File: src/rtl/cpu_pkg.sv
`default_nettype none
// +----------------------------------------------------------------------------+
// | cpu_pkg                                                                     |
// | Shared definitions for the fetch stage: HALT opcode location and the        |
// | fetch FSM state type.                                                       |
// | Rev 1.0 - initial release                                                   |
// +----------------------------------------------------------------------------+
package cpu_pkg;

   localparam logic [3:0] OP_HALT     = 4'b1111;
   localparam int         OP_FIELD_HI = 27;
   localparam int         OP_FIELD_LO = 24;

   typedef enum logic [2:0] {
      IDLE  = 3'd0,
      REQ   = 3'd1,
      VALID = 3'd2,
      DRAIN = 3'd3,
      HALT  = 3'd4
   } fetch_state_t;

   function automatic logic is_halt(input logic [31:0] word);
      return word[OP_FIELD_HI:OP_FIELD_LO] == OP_HALT;
   endfunction

endpackage
`default_nettype wire

File: src/rtl/fetch_pc.sv
`default_nettype none
// +----------------------------------------------------------------------------+
// | fetch_pc                                                                    |
// | Program counter and outstanding-request address registers.                  |
// |   clk, reset       : clock, asynchronous active-low reset                     |
// |   load, load_addr  : redirect pc (highest priority)                          |
// |   inc, inc_base    : pc <= inc_base + 1, wrapping modulo 2^ADDR_W            |
// |   req_capture      : req_addr <= pc (request being issued this cycle)        |
// |   pc, req_addr     : register outputs                                       |
// | Rev 1.0 - initial release                                                   |
// +----------------------------------------------------------------------------+
module fetch_pc
   import cpu_pkg::*;
#(
   parameter int                ADDR_W    = 16,
   parameter logic [ADDR_W-1:0] BOOT_ADDR = '0
) (
   input  logic              clk,
   input  logic              reset,
   input  logic              load,
   input  logic [ADDR_W-1:0] load_addr,
   input  logic              inc,
   input  logic [ADDR_W-1:0] inc_base,
   input  logic              req_capture,
   output logic [ADDR_W-1:0] pc,
   output logic [ADDR_W-1:0] req_addr
);

   localparam logic [ADDR_W-1:0] ONE = {{(ADDR_W-1){1'b0}}, 1'b1};

   logic [ADDR_W-1:0] pc_d, pc_q;
   logic [ADDR_W-1:0] req_addr_d, req_addr_q;

   always_comb begin
      pc_d       = pc_q;
      req_addr_d = req_addr_q;
      // Addition is truncated to ADDR_W bits, so FFFF+1 wraps to 0000.
      if (load)
         pc_d = load_addr;
      else if (inc)
         pc_d = inc_base + ONE;
      if (req_capture)
         req_addr_d = pc_q;
   end

   always_ff @(posedge clk or negedge reset) begin
      if (!reset) begin
         pc_q       <= BOOT_ADDR;
         req_addr_q <= BOOT_ADDR;
      end else begin
         pc_q       <= pc_d;
         req_addr_q <= req_addr_d;
      end
   end

   assign pc       = pc_q;
   assign req_addr = req_addr_q;

endmodule
`default_nettype wire

File: src/rtl/fetch_unit.sv
`default_nettype none
// +----------------------------------------------------------------------------+
// | fetch_unit                                                                  |
// | Instruction fetch stage: owns the PC, reads instruction memory over an     |
// | en/ready handshake and presents one instruction word with a valid flag.    |
// |   imem_en/addr/rdata/ready : instruction memory request channel            |
// |   stall                    : downstream cannot take `code` this cycle       |
// |   branch_valid/target      : single-cycle redirect                         |
// |   code/code_valid/counter  : instruction, valid flag, its fetch address     |
// |   halted                   : HALT consumed, fetch stopped until reset      |
// | Rev 1.0 - initial release                                                   |
// +----------------------------------------------------------------------------+
module fetch_unit
   import cpu_pkg::*;
#(
   parameter int                ADDR_W    = 16,
   parameter int                DATA_W    = 32,
   parameter logic [ADDR_W-1:0] BOOT_ADDR = '0
) (
   input  logic              clk,
   input  logic              reset,
   output logic              imem_en,
   output logic [ADDR_W-1:0] imem_addr,
   input  logic [DATA_W-1:0] imem_rdata,
   input  logic              imem_ready,
   input  logic              stall,
   input  logic              branch_valid,
   input  logic [ADDR_W-1:0] branch_target,
   output logic [DATA_W-1:0] code,
   output logic              code_valid,
   output logic [ADDR_W-1:0] counter,
   output logic              halted
);

   fetch_state_t      state_d, state_q;
   logic [DATA_W-1:0] code_d, code_q;
   logic [ADDR_W-1:0] counter_d, counter_q;
   logic              code_valid_d, code_valid_q;
   logic              halted_d, halted_q;

   logic              pc_load, pc_inc, req_capture, accept;
   logic [ADDR_W-1:0] pc, req_addr;

   fetch_pc #(
      .ADDR_W    (ADDR_W),
      .BOOT_ADDR (BOOT_ADDR)
   ) u_fetch_pc (
      .clk         (clk),
      .reset       (reset),
      .load        (pc_load),
      .load_addr   (branch_target),
      .inc         (pc_inc),
      .inc_base    (imem_addr),
      .req_capture (req_capture),
      .pc          (pc),
      .req_addr    (req_addr)
   );

   // DRAIN must keep presenting the orphaned request's address until it completes.
   assign imem_addr = (state_q == DRAIN) ? req_addr : pc;

   always_comb begin
      state_d     = state_q;
      code_d      = code_q;
      counter_d   = counter_q;
      imem_en     = 1'b0;
      pc_load     = 1'b0;
      req_capture = 1'b0;
      accept      = 1'b0;

      unique case (state_q)
         IDLE: begin
            pc_load = branch_valid;
            state_d = REQ;
         end
         REQ: begin
            // The request is already on the bus, so it stays asserted even when
            // a branch arrives; its data is simply not accepted.
            imem_en     = 1'b1;
            req_capture = 1'b1;
            if (branch_valid) begin
               pc_load = 1'b1;
               state_d = imem_ready ? REQ : DRAIN;
            end else if (imem_ready) begin
               accept  = 1'b1;
               state_d = VALID;
            end
         end
         VALID: begin
            if (branch_valid) begin
               pc_load = 1'b1;
               state_d = REQ;
            end else if (stall) begin
               state_d = VALID;
            end else if (is_halt(code_q[31:0])) begin
               state_d = HALT;
            end else begin
               imem_en     = 1'b1;
               req_capture = 1'b1;
               if (imem_ready)
                  accept = 1'b1;
               else
                  state_d = REQ;
            end
         end
         DRAIN: begin
            imem_en = 1'b1;
            pc_load = branch_valid;
            if (imem_ready)
               state_d = REQ;
         end
         HALT: begin
            state_d = HALT;
         end
         default: begin
            state_d = IDLE;
         end
      endcase

      pc_inc = accept;
      if (accept) begin
         code_d    = imem_rdata;
         counter_d = imem_addr;
      end

      code_valid_d = (state_d == VALID);
      halted_d     = (state_d == HALT);
   end

   always_ff @(posedge clk or negedge reset) begin
      if (!reset) begin
         state_q      <= IDLE;
         code_q       <= '0;
         counter_q    <= '0;
         code_valid_q <= 1'b0;
         halted_q     <= 1'b0;
      end else begin
         state_q      <= state_d;
         code_q       <= code_d;
         counter_q    <= counter_d;
         code_valid_q <= code_valid_d;
         halted_q     <= halted_d;
      end
   end

   assign code       = code_q;
   assign counter    = counter_q;
   assign code_valid = code_valid_q;
   assign halted     = halted_q;

endmodule
`default_nettype wire

File: config.mk
export PLATFORM = sky130hd
export DESIGN_NAME = fetch_unit
export DESIGN_NICKNAME = d
export VERILOG_FILES = /design/src/rtl/cpu_pkg.sv /design/src/rtl/fetch_pc.sv /design/src/rtl/fetch_unit.sv
export SDC_FILE = /design/constraint.sdc
export NUM_CORES = 1
export LEC_CHECK = 0
export ABC_AREA = 1
export CAP_MARGIN = 10
export CORE_MARGIN = 5
export CORE_UTILIZATION = 40
export DETAILED_ROUTE_END_ITERATION = 12
export HOLD_SLACK_MARGIN = 0.02
export PLACE_DENSITY_LB_ADDON = 0.05
export SLEW_MARGIN = 20
export SYNTH_ARGS = -nofsm -noshare
export SYNTH_HDL_FRONTEND = slang
export SYNTH_SLANG_ARGS = --single-unit
File: constraint.sdc
create_clock -name clk -period 2 [get_ports clk]
set_input_delay 0.2 -clock clk [delete_from_list [all_inputs] [get_ports clk]]
set_output_delay 0.2 -clock clk [all_outputs]
set_load 0.02 [all_outputs]
==> flow_metrics.tcl <==
set metrics [dict create \
    outcome "complete, no violations" \
    ctsRootBufferMaster "sky130_fd_sc_hd__clkbuf_8" \
    crit-reg2reg-capture "u_fetch_pc.pc[15]$_DFFE_PN0P_" \
    max_slew.worst_pin.slew_ns 0.443 \
    die-height_um 114 \
    timing.critical_path.to "imem_en" \
    pre_cts_slack_ns -0.0786 \
    drt_iter0_drc 276 \
    synth_mux_area_share_pct 0.786 \
    required_ns 1.80 \
    grt_antenna_before_repair 0 \
    post_route_cells_drive_above_1_share_pct 18.9 \
    initial_utilization_pct 41.2 \
    yosysWarningCount 0 \
    worst_setup_path_start_kind "register" \
    synth_top_family_by_area "simple AND/OR/NAND/NOR gates" \
    detail_route.drc_violations 0 \
    rsz0062_at_grt "yes" \
    cts.sinks 85 \
    grt.total_usage_pct 19.7 \
    arrival_ns 1.74 \
    critical_path.endpoint_type "output port" \
    drv_slew 0 \
    report.power.total_w 0.00739 \
    setup_crit_start "state_q[2]$_DFF_PN0_" \
    post-route-cell-area_sq_um 6230 \
    drt-wirelength-per-cell_um 14.4 \
    antennaDiodeCount 0 \
    die_width_um 114 \
    synth_seq_cells 85 \
    path_class_of_the_lowest_slack_min_delay_path "input pin to asynchronous set/reset pin" \
    synth_area_per_cell_sq_um 7.77 \
    detail_route.wirelength_um 12300 \
    num_io_pins 120 \
    final_ant_viol_nets 0 \
    yosysUniqueCellTypes 32 \
    worstSkewPairLatency_ns 0.37 \
    reg2reg_launch_point "state_q[2]$_DFF_PN0_" \
    synth-simple-area-share_pct 34.1 \
    first_pass_grt_wire_length_um 20300 \
    clock_tree.htree_level_count 3 \
    detailroute.via_count 4067 \
    setup-violations-final 0 \
    placement_rows 37 \
    vias_in_the_first_global_route 4133 \
    fin_tns_setup_ns 0 \
    drt_pre_antenna_iters 4 \
    num-fill-cells 955 \
    dpl-instance-area_sq_um 5860 \
    post_synth_xor_area_fraction_pct 0.204 \
    timing.clock.skew_ns 0.0105 \
    numCtsBuffers 9 \
    timing.final.ws_setup_ns 0.0555 \
    coreArea_sq_um 10400 \
    via_per_inst 4.76 \
    grt_start_max_net_pins 33 \
    areaGrowthSynthToFinish_pct 45.0 \
    fmax_mhz 514 \
    post-route-min-period_ns 1.94 \
    ys_seq_area_share_pct 49.5 \
    hpwl_after_dpl_um 9030 \
    static-leakage-power_nw 3.08 \
    postLayoutCoreUtil_pct 59.8 \
    congestion_overflow_gr 0 \
    max-slew-margin-rel_pct 70.4 \
    endpoints_failing_hold 0 \
    max-clock-path-buffers 2 \
    compound_gate_portion_of_the_synthesized_area_pct 7.72 \
    synthesis.area_sq_um 4300 \
    r2r_cell_count 12 \
    worst_setup_hold_path_clk_slew_ns 0.10 \
    number_of_violations_of_the_max_capacitance_limit 0 \
    synth.net_count 607 \
    crit_fanout 3 \
    p_per_area_nw_per_um2 1190 \
    syn_inst 553 \
    fin_nets 767 \
    fp.dieArea_sq_um 12900 \
    cts_tree "built" \
    vdd_ir_drop_max_v 0.000690 \
    min_period_over_period_pct 97.2 \
    synth_adder_area_share_pct 0.291 \
    path_class "register to output port" \
    reg2reg_slack_ns 0.12 \
    gp_congestion 0.903 \
    placement.io_buffers 119 \
]
-- stage by stage --
stage / hold WS, ns / cells
floorplan: -0.0956 / 553
global placement: 0.172 / 822
detailed placement: 0.178 / 822
CTS: 0.325 / 847
global route: 0.354 / 854
finish: 0.308 / 854
-- cell usage after synthesis, drive strengths merged --
| library cell | instances | area share [%] |
|---|---|---|
| a21oi | 3 | 0.35 |
| a31oi | 4 | 0.58 |
| a32o | 2 | 0.47 |
| buf | 19 | 3.1 |
| clkbuf | 2 | 0.17 |
| clkinv | 3 | 0.26 |
| dfrtp | 85 | 50 |
| ha | 1 | 0.29 |
| inv | 45 | 3.9 |
| mux2 | 3 | 0.79 |
| nand2 | 274 | 26 |
| nand3 | 19 | 3.1 |
| nand4 | 4 | 0.58 |
| nor2 | 36 | 4.5 |
| nor3 | 1 | 0.12 |
| o211ai | 7 | 1.2 |
| o21a | 1 | 0.17 |
| o21ai | 41 | 4.8 |
| o22ai | 1 | 0.15 |
| or2 | 1 | 0.15 |
| xor2 | 1 | 0.20 |
-- cells in the final DEF, fill, tap and decap left out, types with 15 or more instances in the layout --
cell / count
sky130_fd_sc_hd__nand2_2: 21
sky130_fd_sc_hd__dfrtp_1: 85
sky130_fd_sc_hd__inv_1: 38
sky130_fd_sc_hd__o21ai_1: 17
sky130_fd_sc_hd__o21ai_0: 23
sky130_fd_sc_hd__nand2_1: 247
sky130_fd_sc_hd__buf_4: 39
sky130_fd_sc_hd__nand3_1: 15
sky130_fd_sc_hd__nor2_1: 23
sky130_fd_sc_hd__clkdlybuf4s50_1: 101
-- cell type report --
class	instances	area (sq um)	share of cell area [%]
repair buffers	170	1640	26.4
flip-flops and latches	85	2130	34.1
multi-input cells	399	1910	30.7
inverters	48	186	2.99
clock buffers	10	138	2.21
clock inverters	6	53.8	0.863
well taps	136	170	2.73
-- critical path, stage by stage (launching register included) --
cell                              delay [ns]
sky130_fd_sc_hd__dfrtp_1                0.44
sky130_fd_sc_hd__inv_2                  0.10
sky130_fd_sc_hd__buf_6                  0.10
sky130_fd_sc_hd__nand4_1                0.12
sky130_fd_sc_hd__nor2_2                 0.19
sky130_fd_sc_hd__nand2_2                0.09
sky130_fd_sc_hd__nand2_1                0.07
sky130_fd_sc_hd__clkdlybuf4s15_2        0.26
-- sequential cells by signal, summed over array words and instances, names as in the netlist --
register	count
code	32
code_valid	1
counter	16
halted	1
state_q	3
u_fetch_pc.pc	16
u_fetch_pc.req_addr	16
-- metal layers --
metal	GRT usage [%]	share of wire (%)	vias up
met5	0	0	-
met4	7.21	2.2	0
met3	4.24	7.0	20
met2	31.6	47	126
met1	26.2	44	1881
li1	-	-	2040
-- cell families (layout without fill, tap and decap cells) --
kind of cell    count (synthesis)  in the layout
simple gates                  335            335
mux                             3              3
compound gates                 59             59
xor+xnor                        1              1
fa+ha+maj                       1              1
flops                          85             85
buf+inv                        69            234
-- timing repair --
item / CTS / global route
gates resized for setup: 44 / 29
hold endpoints to repair: 28 / 0
endpoints found under the setup margin: 40 / 78
buffers inserted: 8 / 8
pin swaps: 1 / 16
hold buffers: 1 / 0
-- where the power goes --
group	internal (W)	switching, W	total [W]	leakage (nW)
registers	0.00230	0.000344	0.00264	1.05
logic	0.00161	0.00193	0.00354	1.93
clock network	0.000508	0.000708	0.00122	0.0954
-- how the worst min path moves through the flow --
stage | to | slack (ns) | depth (start not counted)
floorplan | code[0]$_DFFE_PN0P_ | -0.1 | 0
global placement | u_fetch_pc.req_addr[10]$_DFFE_PN0P_ | 0.17 | 1
detailed placement | u_fetch_pc.req_addr[10]$_DFFE_PN0P_ | 0.18 | 1
CTS | counter[8]$_DFFE_PN0P_ | 0.32 | 2
global route | counter[8]$_DFFE_PN0P_ | 0.35 | 2
finish | u_fetch_pc.req_addr[10]$_DFFE_PN0P_ | 0.31 | 2
Power figures use the tool's default switching activity.
